<file path="src/rtl/instr_fetch_dispatch.sv">
// -----------------------------------------------------------------------------
// instr_fetch_dispatch
// Front-end sequencer: fetches one instruction word, latches it into IR,
// holds it while the per-opcode execute FSMs work, waits for their done pulse,
// then flushes IR to a bubble so every execute FSM drops back to idle.
// A missing done pulse ends in a sticky FAULT; a HALT opcode ends in a sticky
// HALTED state. Both states are left only through rst.
// -----------------------------------------------------------------------------
module instr_fetch_dispatch #(
   parameter int              IW           = 16,
   parameter logic [3:0]      HALT_OP      = 4'hF,
   parameter logic [IW-1:0]   BUBBLE       = 16'hF000,
   parameter int              DONE_TIMEOUT = 32
) (
   input  logic          clk,
   input  logic          rst,
   input  logic          run,
   input  logic [IW-1:0] mem_data,
   input  logic          mem_ready,
   input  logic          done,
   output logic          pc_out,
   output logic          mem_rd,
   output logic          ir_in,
   output logic [IW-1:0] ir,
   output logic          busy,
   output logic          halted,
   output logic          fault,
   output logic [15:0]   retired
);

   // Last timer value tolerated in EXEC before the done wait is abandoned.
   localparam logic [7:0] TIMEOUT_LAST = 8'(DONE_TIMEOUT - 1);

   typedef enum logic [2:0] {
      ST_IDLE    = 3'd0,
      ST_FETCH_A = 3'd1,
      ST_FETCH_W = 3'd2,
      ST_LOAD    = 3'd3,
      ST_EXEC    = 3'd4,
      ST_FLUSH   = 3'd5,
      ST_HALTED  = 3'd6,
      ST_FAULT   = 3'd7
   } state_e;

   state_e          state_q,  state_d;
   logic [IW-1:0]   ir_q,     ir_d;
   logic [7:0]      timer_q,  timer_d;
   logic [15:0]     retired_q, retired_d;
   logic            done_q;
   logic            done_rise_s;

   logic            pc_out_q;
   logic            mem_rd_q;
   logic            ir_in_q;
   logic            busy_q;
   logic            halted_q;
   logic            fault_q;

   // A done level that was already high on the previous cycle is not a new
   // completion; this makes a multi-cycle done pulse count exactly once.
   assign done_rise_s = done & ~done_q;

   // Next-state, IR, timer and retire-count logic.
   always_comb begin
      state_d   = state_q;
      ir_d      = ir_q;
      timer_d   = timer_q;
      retired_d = retired_q;
      case (state_q)
         ST_IDLE: begin
            if (run) begin
               state_d = ST_FETCH_A;
            end else begin
               state_d = ST_IDLE;
            end
         end
         ST_FETCH_A: begin
            state_d = ST_FETCH_W;
         end
         ST_FETCH_W: begin
            // No memory timeout: the read strobe stays up until memory answers.
            if (mem_ready) begin
               state_d = ST_LOAD;
               ir_d    = mem_data;
            end else begin
               state_d = ST_FETCH_W;
            end
         end
         ST_LOAD: begin
            if (ir_q[IW-1 -: 4] == HALT_OP) begin
               state_d = ST_HALTED;
               ir_d    = BUBBLE;
            end else begin
               state_d = ST_EXEC;
               timer_d = 8'd0;
            end
         end
         ST_EXEC: begin
            timer_d = timer_q + 8'd1;
            // A completion arriving on the last allowed cycle still retires.
            if (done_rise_s) begin
               state_d   = ST_FLUSH;
               ir_d      = BUBBLE;
               retired_d = retired_q + 16'd1;
            end else if (timer_q == TIMEOUT_LAST) begin
               state_d = ST_FAULT;
               ir_d    = BUBBLE;
            end else begin
               state_d = ST_EXEC;
            end
         end
         ST_FLUSH: begin
            ir_d = BUBBLE;
            if (run) begin
               state_d = ST_FETCH_A;
            end else begin
               state_d = ST_IDLE;
            end
         end
         ST_HALTED: begin
            state_d = ST_HALTED;
            ir_d    = BUBBLE;
         end
         ST_FAULT: begin
            state_d = ST_FAULT;
            ir_d    = BUBBLE;
         end
         default: begin
            state_d = ST_IDLE;
            ir_d    = BUBBLE;
         end
      endcase
   end

   // State, datapath and output registers; outputs are decoded from the next
   // state so they line up with the state they describe with no input-to-output path.
   always_ff @(posedge clk or posedge rst) begin
      if (rst) begin
         state_q   <= ST_IDLE;
         ir_q      <= BUBBLE;
         timer_q   <= 8'd0;
         retired_q <= 16'd0;
         done_q    <= 1'b0;
         pc_out_q  <= 1'b0;
         mem_rd_q  <= 1'b0;
         ir_in_q   <= 1'b0;
         busy_q    <= 1'b0;
         halted_q  <= 1'b0;
         fault_q   <= 1'b0;
      end else begin
         state_q   <= state_d;
         ir_q      <= ir_d;
         timer_q   <= timer_d;
         retired_q <= retired_d;
         done_q    <= done;
         pc_out_q  <= (state_d == ST_FETCH_A);
         mem_rd_q  <= (state_d == ST_FETCH_A) || (state_d == ST_FETCH_W);
         ir_in_q   <= (state_d == ST_LOAD);
         busy_q    <= (state_d != ST_IDLE) && (state_d != ST_HALTED) &&
                      (state_d != ST_FAULT);
         halted_q  <= (state_d == ST_HALTED);
         fault_q   <= (state_d == ST_FAULT);
      end
   end

   assign pc_out  = pc_out_q;
   assign mem_rd  = mem_rd_q;
   assign ir_in   = ir_in_q;
   assign ir      = ir_q;
   assign busy    = busy_q;
   assign halted  = halted_q;
   assign fault   = fault_q;
   assign retired = retired_q;

endmodule

</file>
<file path="config.mk">
export PLATFORM = sky130hd
export DESIGN_NAME = instr_fetch_dispatch
export DESIGN_NICKNAME = d
export VERILOG_FILES = /design/src/rtl/instr_fetch_dispatch.sv
export SDC_FILE = /design/constraint.sdc
export NUM_CORES = 1
export LEC_CHECK = 0
export CELL_PAD_IN_SITES_DETAIL_PLACEMENT = 1
export CELL_PAD_IN_SITES_GLOBAL_PLACEMENT = 2
export CORE_MARGIN = 4
export CORE_UTILIZATION = 32
export DETAILED_ROUTE_END_ITERATION = 16
export GPL_TIMING_DRIVEN = 0
export PLACE_DENSITY_LB_ADDON = 0.1
export SLEW_MARGIN = 5
export SYNTH_ARGS = -nofsm -noshare
export SYNTH_HDL_FRONTEND = slang
export SYNTH_SLANG_ARGS = --single-unit
</file>
<file path="constraint.sdc">
create_clock -name clk -period 3.41 [get_ports clk]
set_input_delay 0.341 -clock clk [delete_from_list [all_inputs] [get_ports clk]]
set_output_delay 0.341 -clock clk [all_outputs]
set_load 0.02 [all_outputs]
</file>
; Word-level counts from Yosys, hierarchy flattened
; Cells that the tools add are included.
[totals]
register_bits = 50
input_bits = 21
out_inout_bits = 38
elab_cells = 60
[classes]
add_sub_neg = 2
eq_ne = 20
mux = 13
bitwise_logic = 2
reduce_logical = 12
[op_table]
columns = op, n
row1 = 16-bit two-way mux, 4
row2 = 16-bit case mux with 4 select lines, 1
row3 = 3-bit case mux with 7 select lines, 1
row4 = "3-bit equality test, second input constant", 6
row5 = "16-bit by 1-bit adder with 16-bit output, second input constant", 1
row6 = 8-bit case mux with 2 select lines, 1
row7 = "3-bit by 2-bit equality test with 1-bit output, second input constant", 4
row8 = "3-bit inequality test, second input constant", 3
row9 = "8-bit by 1-bit adder with 8-bit output, second input constant", 1
row10 = "8-bit by 5-bit equality test with 1-bit output, second input constant", 1
row11 = 8-bit two-way mux, 1
row12 = "3-bit by 1-bit equality test with 1-bit output, second input constant", 2
row13 = 2-bit two-way mux, 3
row14 = "2-bit inequality test, second input constant", 3
row15 = "4-bit equality test, second input constant", 1
row16 = 2-bit AND reduction, 2
row17 = 4-bit AND reduction, 1
row18 = 4-bit nonzero test, 1
row19 = 3-bit zero test, 1
row20 = 3-bit nonzero test, 1
row21 = 3-bit OR reduction, 1
row22 = 1-bit logical AND, 2
row23 = 1-bit two-way mux, 2
row24 = 2-bit nonzero test, 1
row25 = 4 further kinds, 4

; Logic depth before layout (Yosys ltp)
; Gate-level depths: netlist (run 1).
[depth]
ltp_word = 7
ltp_mapped = 7
depth_no_buf = 5

; Worst setup path before layout (run 1)
; OpenSTA, ideal clock, no wires.
[synth_path]
kind = reg-to-reg
startpoint = reg state_q[1]
endpoint = reg retired_q[15], in the netlist retired[15]
setup_ns = 0.079
t_arrival_ns = 1.945
required_ns = 3.331
slack_ns = 1.386
path_stages_with_launch = 7
path_buffers = 2
synth_period_minus_slack_ns = 2.024
cell_sequence = dfrtp_1 -> buf_6 -> or3b_1 -> buf_6 -> or4_4 -> nor4_4 -> xor2_1
[synth_via]
elab_chain_len = 2
[synth_lines]
columns = element, line
row1 = start: declaration, 45  ; state_e state_q, state_d;
row2 = start signal: assignment, 151  ; state_q <= state_d;
row3 = 3-bit equality test, 69  ; case (state_q)
row4 = 2-bit AND reduction (no source line), --
row5 = end signal: assignment, 154  ; retired_q <= retired_d;
row6 = end: declaration, 48  ; logic [15:0] retired_q, retired_d;
; Every way passes these cells.
; A chain may end at the register's enable or synchronous reset.

; Worst setup path after layout (run 1)
[layout_path]
startpoint = reg state_q[2]
endpoint = reg ir_q[10], in the netlist ir[10]
[layout_via]
elab_chain_len = 4
word_cells_on_any_way = 13
cone_classes = eq/ne (9) / mux (1) / reduce/logical (3)
[layout_lines]
columns = element, line
row1 = 3-bit equality test, 69
row2 = 3-bit OR reduction (no source line), --
row3 = 4-bit nonzero test (no source line), --
row4 = 4-bit AND reduction (no source line), --
row5 = end signal: assignment, 152  ; ir_q <= ir_d;
row6 = end: declaration, 46  ; logic [IW-1:0] ir_q, ir_d;
; Parallel ways exist; a longest one is shown, timed or not.

==> results.py, run 1 <==
metrics = {
    "status": {
        "status": "finished, final reports clean",
    },
    "layout": {
        "post_route_cells_drive_above_1_share": 0.0962,
        "design_area_sq_um": 3180,
        "n_fill_cell": 810,
        "seqCellArea_sq_um": 1260,
        "final_nets": 313,
        "n_antenna_cell": 0,
        "final_cells": 387,
        "area_growth_pct": 37.2,
        "multi_input_area_sq_um": 940,
    },
    "timing": {
        "hold_violations": 0,
        "tns_ns": 0,
        "rsz0062_at_grt": "false",
        "fmax_mhz": 465,
        "fin_skew_ns": 0.00701,
        "setup_violations": 0,
        "slew_viol_final": 0,
        "hold_ws_ns": 0.362,
        "min_period_ns": 2.15,
        "relSlewSlack": 0.609,
        "min_period_over_period": 0.631,
        "worst_slew_pin_slew_ns": 0.587,
    },
    "critical_path": {
        "worstPathRequired_ns": 3.64,
        "worstPathCellList": "clkbuf_1 > nor2b_1 > nand3_1 > o311a_1 > buf_2 > buf_2 > mux2i_1",
        "crit_slowest_cell": "dfrtp_1",
        "critPathLaunchType": "flip-flop",
        "critPathArrivalTime_ns": 2.38,
        "end_kind": "flip-flop",
        "path_common_cell": "buf_2",
        "r2r_setup_slack_ns": 1.26,
        "rr_worst_depth": 7,
        "reg2reg_from": "state_q[2]",
        "cp_slowest_stage_delay_ns": 0.34,
        "worstSetupPathType": "flip-flop to flip-flop",
        "path_max_fanout": 10,
        "r2r_end": "ir[10]",
    },
    "clock_tree": {
        "postCtsResizedCells": 0,
        "cts_hold_buf": 0,
        "clkTransAtPathRegs_ns": 0.10,
        "cts_tree": "built",
        "post_cts_buffers": 0,
        "htreeDepth": 2,
        "clockBufferDepth": 2,
        "clock_sinks": 50,
        "cts_buffers": 5,
        "insertion_delay_ns": 0.30,
        "root_buffer": "clkbuf_8",
    },
    "synthesis": {
        "synth-seq-cells": 50,
        "synth_top_area_frac": 0.496,
        "synth_top_cells_by_count": "dfrtp_1 (46), nand2_1 (33), inv_1 (18)",
        "synthFlopType": "dfrtp_1",
        "synth-edff-count": 0,
        "avgSynthCellArea_sq_um": 10.4,
        "ys_warn_count": 0,
        "yosysMostFrequentCell": "dfrtp_1",
        "syn_nets": 247,
        "synthCells": 224,
        "async_reset_ff_frac": 1.00,
        "yosys.area.top_type": "dfrtp_1",
        "synth_area_leaders": "dfrtp_1 (50%), mux2i_1 (6.5%), nand2_1 (5.3%), dfstp_2 (4.5%), xor2_1 (3.4%)",
        "yosysUniqueCellTypes": 36,
        "synth_area_sq_um": 2320,
        "ys_seq_area_frac": 0.542,
    },
    "power": {
        "power.total_mw": 2.43,
        "swShare": 0.360,
        "peakVddDrop_uv": 334,
        "p_int_mw": 1.55,
        "power_frac_clock": 0.214,
        "p_leak_nw": 1.41,
        "p_comb_frac": 0.438,
        "seq_power_share": 0.348,
        "switchingPower_mw": 0.875,
        "p_per_area_nw_per_um2": 763,
    },
    "global_routing": {
        "grt_usage": 0.131,
        "grt_pass1_wl_microns": 9140,
        "first_global_vias": 1852,
        "gr-total-overflow": 0,
        "grt_max_degree": 32,
        "antenna_found_initial": 0,
    },
    "floorplan": {
        "initial_core_util": 0.336,
        "io_pins": 59,
        "core_sq_um": 6910,
        "dieArea_sq_um": 8680,
        "rows": 30,
        "die_width_microns": 93.1,
        "die_h_microns": 93.1,
    },
    "route": {
        "dr.pass1.iters": 4,
        "viasPerCell": 4.60,
        "ant_nets": 0,
        "drt-total-wl_microns": 5430,
        "post_drt_wl_per_cell_microns": 14.0,
        "drt_iter0_markers": 50,
        "vias": 1781,
        "drc": 0,
    },
    "placement": {
        "io_buffers": 58,
        "dp_hpwl_microns": 4110,
        "placed_cell_area_sq_um": 3040,
        "place.gp.congestion": 0.709,
        "dp_cells": 379,
    },
    "hold_path": {
        "min_path_type": "input pin to asynchronous set/reset pin",
    },
    "job": {
        "drv_cap": 0,
    },
}
## worst max-delay path by stage
stage          cells past startpoint  slack [ns]       start     endpoint
2_1_floorplan                      6        1.39  state_q[1]  retired[15]
6_report                           7        1.26  state_q[2]       ir[10]
5_1_grt                            7        1.05  state_q[2]        ir[0]
4_1_cts                            7        1.23  state_q[2]        ir[8]
3_5_place_dp                       6        1.18        done        ir[8]
3_3_place_gp                       2        0.81         rst   retired[9]
## sequential cells by signal (all words and copies together), names as in the netlist, 3 cells and up
name / flops
timer_q: 8
retired: 16
state_q: 3
ir: 16
## power groups by stage
stage                     registers, mW  logic, mW  clock network [mW]
after global routing              0.872       1.17               0.564
after floorplan                   0.985      0.540                   0
after CTS                         0.848       1.08               0.531
final                             0.844       1.06               0.520
after global placement            0.855       1.07                   0
after detailed placement          0.859       1.08                   0
## cell families (layout without fill, tap and decap cells)
group	count (synthesis)	in the layout	share of synthesized area
simple gates	88	88	0.195
flops	50	50	0.542
buf+inv	28	95	0.0534
compound gates	21	21	0.0539
mux	20	20	0.0890
xor+xnor	15	15	0.0566
fa+ha+maj	2	2	0.0108
## area by class of cell
cell class,instances,share of cell area
sequential,50,0.395
inverter,18,0.0212
multi-input combinational,146,0.295
timing repair buffer,59,0.189
buffer,10,0.0177
clock inverter,2,0.0189
clock buffer,6,0.0259
tap,96,0.0377
## metal layers
| metal | vias to the layer above | wire, microns | track usage |
|---|---|---|---|
| met5 | - | 0 | 0 |
| met4 | 0 | 38 | 0.0330 |
| met1 | 874 | 2520 | 0.171 |
| met2 | 33 | 2660 | 0.221 |
| li1 | 870 | - | - |
| met3 | 4 | 209 | 0.0306 |
## worst max-delay path, delay by kind of cell (launching register included)
| kind | cells | cell delay [ns] |
|---|---|---|
| muxes | 1 | 0.23 |
| buffers and inverters | 3 | 0.89 |
| DFF | 1 | 0.34 |
| AOI/OAI and AO/OA | 1 | 0.20 |
| and+or+nand+nor | 2 | 0.41 |
## stage by stage
| stage | setup WS, ns | utilization |
|---|---|---|
| 2_1_floorplan | 1.39 | - |
| 3_3_place_gp | 0.807 | 0.437 |
| 3_5_place_dp | 1.18 | 0.440 |
| 4_1_cts | 1.23 | 0.461 |
| 5_1_grt | 1.05 | 0.461 |
| 6_report | 1.26 | 0.461 |
## cell usage in the layout, fill, tap and decap left out, types with 6 or more instances in the layout
master	synthesis	final
xnor2_1	6	6
clkdlybuf4s50_1	0	58
nor2_1	16	16
xor2_1	9	9
inv_1	18	17
nand2b_1	8	8
o21ai_0	10	10
mux2i_1	15	15
nand3_1	10	10
nand2_1	33	33
clkbuf_8	0	6
dfrtp_1	46	46
Power figures use the tool's default switching activity.
==> run 2: changes to the inputs <==
--- a/config.mk
+++ b/config.mk
@@ -8,7 +8,7 @@
 export CELL_PAD_IN_SITES_DETAIL_PLACEMENT = 1
 export CELL_PAD_IN_SITES_GLOBAL_PLACEMENT = 2
 export CORE_MARGIN = 4
-export CORE_UTILIZATION = 32
+export CORE_UTILIZATION = 30
 export DETAILED_ROUTE_END_ITERATION = 16
 export GPL_TIMING_DRIVEN = 0
 export PLACE_DENSITY_LB_ADDON = 0.1
==> constraint.sdc (replaced) <==
create_clock -name clk -period 2 [get_ports clk]
set_input_delay 0.2 -clock clk [delete_from_list [all_inputs] [get_ports clk]]
set_output_delay 0.2 -clock clk [all_outputs]
set_load 0.02 [all_outputs]
==> run 2 against run 1 <==
Compared with the run above: routed wire length up 2.1%; cell count increased by 2.1%; power rose by 76%; register-to-register slack worse by 1.2 ns; combinational power grew 84%; worst hold slack got worse by 0.11 ns; largest cell class unchanged; highest routed layer unchanged.
==> results.py, run 2 (same netlist as run 1, synthesis figures left out) <==
metrics = {
    "critical_path": {
        "cp_slowest_stage_delay_ns": 0.45,
        "path_common_cell": "buf_6",
        "worstPathRequired_ns": 2.23,
        "rr_worst_depth": 6,
        "path_max_fanout": 6,
        "worstPathCellList": "or3b_1 > buf_6 > or4_4 > buf_6 > nor3_2 > xor2_1",
        "worstSetupPathType": "flip-flop to flip-flop",
        "r2r_setup_slack_ns": 0.08,
        "r2r_end": "retired[12]",
        "end_kind": "flip-flop",
        "crit_slowest_cell": "dfrtp_2",
        "reg2reg_from": "state_q[1]",
        "critPathLaunchType": "flip-flop",
        "critPathArrivalTime_ns": 2.15,
    },
    "power": {
        "swShare": 0.354,
        "peakVddDrop_uv": 593,
        "p_leak_nw": 1.46,
        "power.total_mw": 4.27,
        "seq_power_share": 0.341,
        "p_per_area_nw_per_um2": 1300,
        "switchingPower_mw": 1.51,
        "power_frac_clock": 0.203,
        "p_comb_frac": 0.456,
        "p_int_mw": 2.76,
    },
    "timing": {
        "min_period_ns": 1.92,
        "hold_violations": 0,
        "fin_skew_ns": 0.00363,
        "fmax_mhz": 521,
        "setup_violations": 0,
        "worst_slew_pin_slew_ns": 0.499,
        "relSlewSlack": 0.667,
        "min_period_over_period": 0.960,
        "slew_viol_final": 0,
        "hold_ws_ns": 0.250,
    },
    "clock_tree": {
        "clockBufferDepth": 2,
        "cts_hold_buf": 0,
        "clkTransAtPathRegs_ns": 0.09,
        "htreeDepth": 2,
        "clock_sinks": 50,
        "cts_tree": "built",
        "root_buffer": "clkbuf_8",
        "cts_buffers": 5,
        "insertion_delay_ns": 0.30,
    },
    "global_routing": {
        "grt_usage": 0.129,
        "gr-total-overflow": 0,
        "antenna_found_initial": 0,
        "first_global_vias": 1936,
        "grt_max_degree": 31,
        "grt_pass1_wl_microns": 9240,
    },
    "floorplan": {
        "initial_core_util": 0.315,
        "die_h_microns": 95.9,
        "rows": 31,
        "io_pins": 59,
        "dieArea_sq_um": 9200,
        "die_width_microns": 95.9,
        "core_sq_um": 7370,
    },
    "layout": {
        "n_antenna_cell": 0,
        "design_area_sq_um": 3280,
        "area_growth_pct": 41.5,
        "final_cell_mix": "clkdlybuf4s50_1 (58), dfrtp_1 (45), nand2_1 (33)",
        "final_cells": 395,
        "post_route_cells_drive_above_1_share": 0.149,
        "layout.cells.most_common": "clkdlybuf4s50_1",
        "final_nets": 318,
    },
    "route": {
        "drc": 0,
        "dr.pass1.iters": 4,
        "drt_iter0_markers": 38,
        "vias": 1803,
        "ant_nets": 0,
        "drt-total-wl_microns": 5550,
        "viasPerCell": 4.56,
        "post_drt_wl_per_cell_microns": 14.0,
    },
    "status": {
        "status": "finished, final reports clean",
    },
    "placement": {
        "dp_hpwl_microns": 4070,
        "dp_cells": 382,
        "placed_cell_area_sq_um": 3050,
        "place.gp.congestion": 0.735,
        "io_buffers": 58,
    },
    "job": {
        "drv_cap": 0,
    },
    "hold_path": {
        "min_path_type": "input pin to asynchronous set/reset pin",
    },
}
## run 2: cell types whose count changed in the layout (fill, tap and decap cells not counted), sizes merged
cell    change
clkbuf      -1
buf         +6
## run 2: worst max-delay path: cells and delay by family, from the launching register on
kind | cells | cell delay (ns)
xor+xnor | 1 | 0.15
flops | 1 | 0.45
buf+inv | 2 | 0.29
simple gates | 3 | 0.96
## run 2: layout make-up
cell class	count	area (sq um)
flip-flops and latches	50	1260
plain buffers	9	70.1
clock buffers	6	82.6
clock inverters	2	60.1
multi-input cells	146	975
inverters	18	67.6
repair buffers	65	646
fillers	841	4090
well taps	99	124
## run 2: worst max path at each step
stage,from,endpoint,slack [ns],depth (start not counted)
6_report,state_q[1],retired[12],0.08,6
5_1_grt,state_q[1],retired[12],-0.005,6
4_1_cts,state_q[1],retired[15],0.006,5
3_5_place_dp,state_q[2],ir[5],-0.25,7
3_3_place_gp,rst,busy,-0.53,2
2_1_floorplan,state_q[1],ir[0],0.06,7
## run 2: routing by layer
layer / vias to the layer above / GRT usage / wire length, microns
met5: - / 0 / 0
met4: 0 / 0.0355 / 41
met3: 4 / 0.0352 / 279
met2: 35 / 0.218 / 2760
met1: 883 / 0.161 / 2460
li1: 881 / - / -
## run 2: stage by stage
step | worst slack [ns] | utilization | setup TNS (ns)
final | 0.0793 | 0.445 | 0
after global routing | -0.00491 | 0.445 | -0.00491
after CTS | 0.00595 | 0.438 | 0
after detailed placement | -0.247 | 0.414 | -2.61
after global placement | -0.534 | 0.412 | -26.65
after floorplan | 0.0568 | - | 0
## run 2: timing repair
item                                    4_1_cts  5_1_grt
gates resized for setup                       8        9
buffers inserted                              2        4
endpoints found under the setup margin       23       18
pin swaps                                     2        2
## run 2: power groups by stage
stage	registers [mW]	logic (mW)	clock network, mW
2_1_floorplan	1.68	0.921	0
3_3_place_gp	1.46	1.82	0
3_5_place_dp	1.47	1.85	0
4_1_cts	1.46	1.89	0.899
5_1_grt	1.50	2.14	0.934
6_report	1.46	1.95	0.869
==> run 3: changes to the inputs <==
--- a/config.mk
+++ b/config.mk
@@ -5,8 +5,10 @@
 export SDC_FILE = /design/constraint.sdc
 export NUM_CORES = 1
 export LEC_CHECK = 0
+export CAP_MARGIN = 20
 export CELL_PAD_IN_SITES_DETAIL_PLACEMENT = 1
 export CELL_PAD_IN_SITES_GLOBAL_PLACEMENT = 2
+export CORE_ASPECT_RATIO = 1.4
 export CORE_MARGIN = 4
 export CORE_UTILIZATION = 30
 export DETAILED_ROUTE_END_ITERATION = 16
==> run 3 against run 2 <==
Compared with the run above: worst setup slack improved by 0.016 ns; global-route usage is 0.064 points lower; via count decreased by 0.39%; largest power group unchanged.
==> results.py, run 3 (same netlist as run 1, synthesis figures left out) <==
metrics = {
    "status": {
        "status": "finished, final reports clean",
    },
    "clock_tree": {
        "cts_hold_buf": 0,
        "root_buffer": "clkbuf_8",
        "clockBufferDepth": 2,
        "clock_sinks": 50,
        "insertion_delay_ns": 0.30,
        "htreeDepth": 2,
        "cts_buffers": 5,
        "clkTransAtPathRegs_ns": 0.10,
        "cts_tree": "built",
    },
    "floorplan": {
        "die_h_microns": 112,
        "initial_core_util": 0.311,
        "dieArea_sq_um": 9220,
        "rows": 37,
        "core_sq_um": 7450,
        "io_pins": 59,
        "die_width_microns": 82.3,
    },
    "global_routing": {
        "gr-total-overflow": 0,
        "first_global_vias": 1888,
        "grt_max_degree": 34,
        "grt_usage": 0.128,
        "grt_pass1_wl_microns": 9320,
        "antenna_found_initial": 0,
    },
    "timing": {
        "setup_violations": 0,
        "fmax_mhz": 525,
        "slew_viol_final": 0,
        "rsz0062_at_grt": "false",
        "min_period_over_period": 0.952,
        "tns_ns": 0,
        "relSlewSlack": 0.709,
        "fin_skew_ns": 0.00525,
        "hold_violations": 0,
        "worst_slew_pin_slew_ns": 0.434,
        "min_period_ns": 1.90,
    },
    "layout": {
        "post_route_cells_drive_above_1_share": 0.142,
        "final_nets": 317,
        "layout.cells.most_common": "clkdlybuf4s50_1",
        "n_antenna_cell": 0,
        "area_growth_pct": 39.6,
        "final_cell_mix": "clkdlybuf4s50_1 (58), dfrtp_1 (46), nand2_1 (33)",
        "n_fill_cell": 835,
    },
    "critical_path": {
        "critPathArrivalTime_ns": 2.10,
        "worstPathRequired_ns": 2.19,
        "r2r_setup_slack_ns": 0.1,
        "worstSetupPathType": "flip-flop to flip-flop",
        "end_kind": "flip-flop",
        "path_max_fanout": 10,
        "critPathLaunchType": "flip-flop",
        "r2r_end": "ir[0]",
        "reg2reg_from": "timer_q[0]",
        "rr_worst_depth": 7,
    },
    "job": {
        "drv_cap": 0,
    },
    "power": {
        "p_leak_nw": 1.44,
        "power.total_mw": 4.06,
        "peakVddDrop_uv": 519,
        "p_per_area_nw_per_um2": 1250,
    },
    "route": {
        "wl_met2_microns": 2840,
        "dr.pass1.iters": 4,
        "viasPerCell": 4.58,
        "vias": 1796,
        "ant_nets": 0,
        "drt-met1-wl_microns": 2290,
        "drt-total-wl_microns": 5420,
        "top_layer": "met4",
        "post_drt_wl_per_cell_microns": 13.8,
        "drt_iter0_markers": 64,
        "met3_length_microns": 232,
        "drc": 0,
    },
    "placement": {
        "dp_hpwl_microns": 4120,
        "io_buffers": 58,
        "place.gp.congestion": 0.711,
    },
    "hold_path": {
        "min_path_type": "input pin to asynchronous set/reset pin",
    },
}
==> run 3: repair_timing <==
item	4_1_cts	5_1_grt
hold endpoints to repair	0	0
resized for setup	8	11
setup endpoints to repair	15	28
buffers inserted	4	1
pin swaps	4	3
gates cloned	0	0
==> run 3: per-layer routing <==
layer | track usage | vias up
li1 | - | 879
met1 | 0.162 | 875
met4 | 0.0333 | 0
met3 | 0.0273 | 6
met2 | 0.217 | 36
met5 | 0 | -
==> run 3: cell type report <==
class                   instances  area (sq um)  share of cell area
flip-flops and latches         50          1260               0.388
multi-input cells             146           977               0.302
repair buffers                 64           642               0.198
well taps                      97           121              0.0375
clock buffers                   6          72.6              0.0224
inverters                      18          67.6              0.0209
plain buffers                   9          63.8              0.0197
clock inverters                 2          37.5              0.0116
==> run 3: critical path: stages, from the launching register on <==
cell and delay (ns):
dfrtp_1 0.40, ha_2 0.20, and3_2 0.24, and4b_1 0.21, o311a_1 0.29, buf_4 0.18, buf_6 0.16, mux2i_1 0.12
==> run 3: how the worst max path moves through the flow <==
stage / from / end / slack (ns)
floorplan: state_q[1] / ir[0] / 0.06
global placement: rst / timer_q[5] / -0.53
detailed placement: state_q[2] / ir[0] / -0.18
CTS: state_q[1] / retired[13] / 0.003
global route: timer_q[0] / ir[0] / 0.007
finish: timer_q[0] / ir[0] / 0.1
==> run 3: metrics by stage <==
step | worst slack, ns | hold WS (ns) | util | cells | area, sq um
floorplan | 0.0568 | 0.231 | - | 224 | 2330
global placement | -0.526 | 0.458 | 0.407 | 379 | 3030
detailed placement | -0.181 | 0.462 | 0.409 | 380 | 3050
CTS | 0.00299 | 0.202 | 0.432 | 392 | 3220
global route | 0.00688 | 0.224 | 0.434 | 392 | 3240
finish | 0.0950 | 0.199 | 0.434 | 392 | 3240
==> run 3: power breakdown <==
group          switching (mW)  total, mW  leakage [nW]  internal (mW)
registers               0.149       1.44         0.628           1.29
clock network           0.344      0.718        0.0514          0.374
logic                    1.01       1.90         0.761          0.895
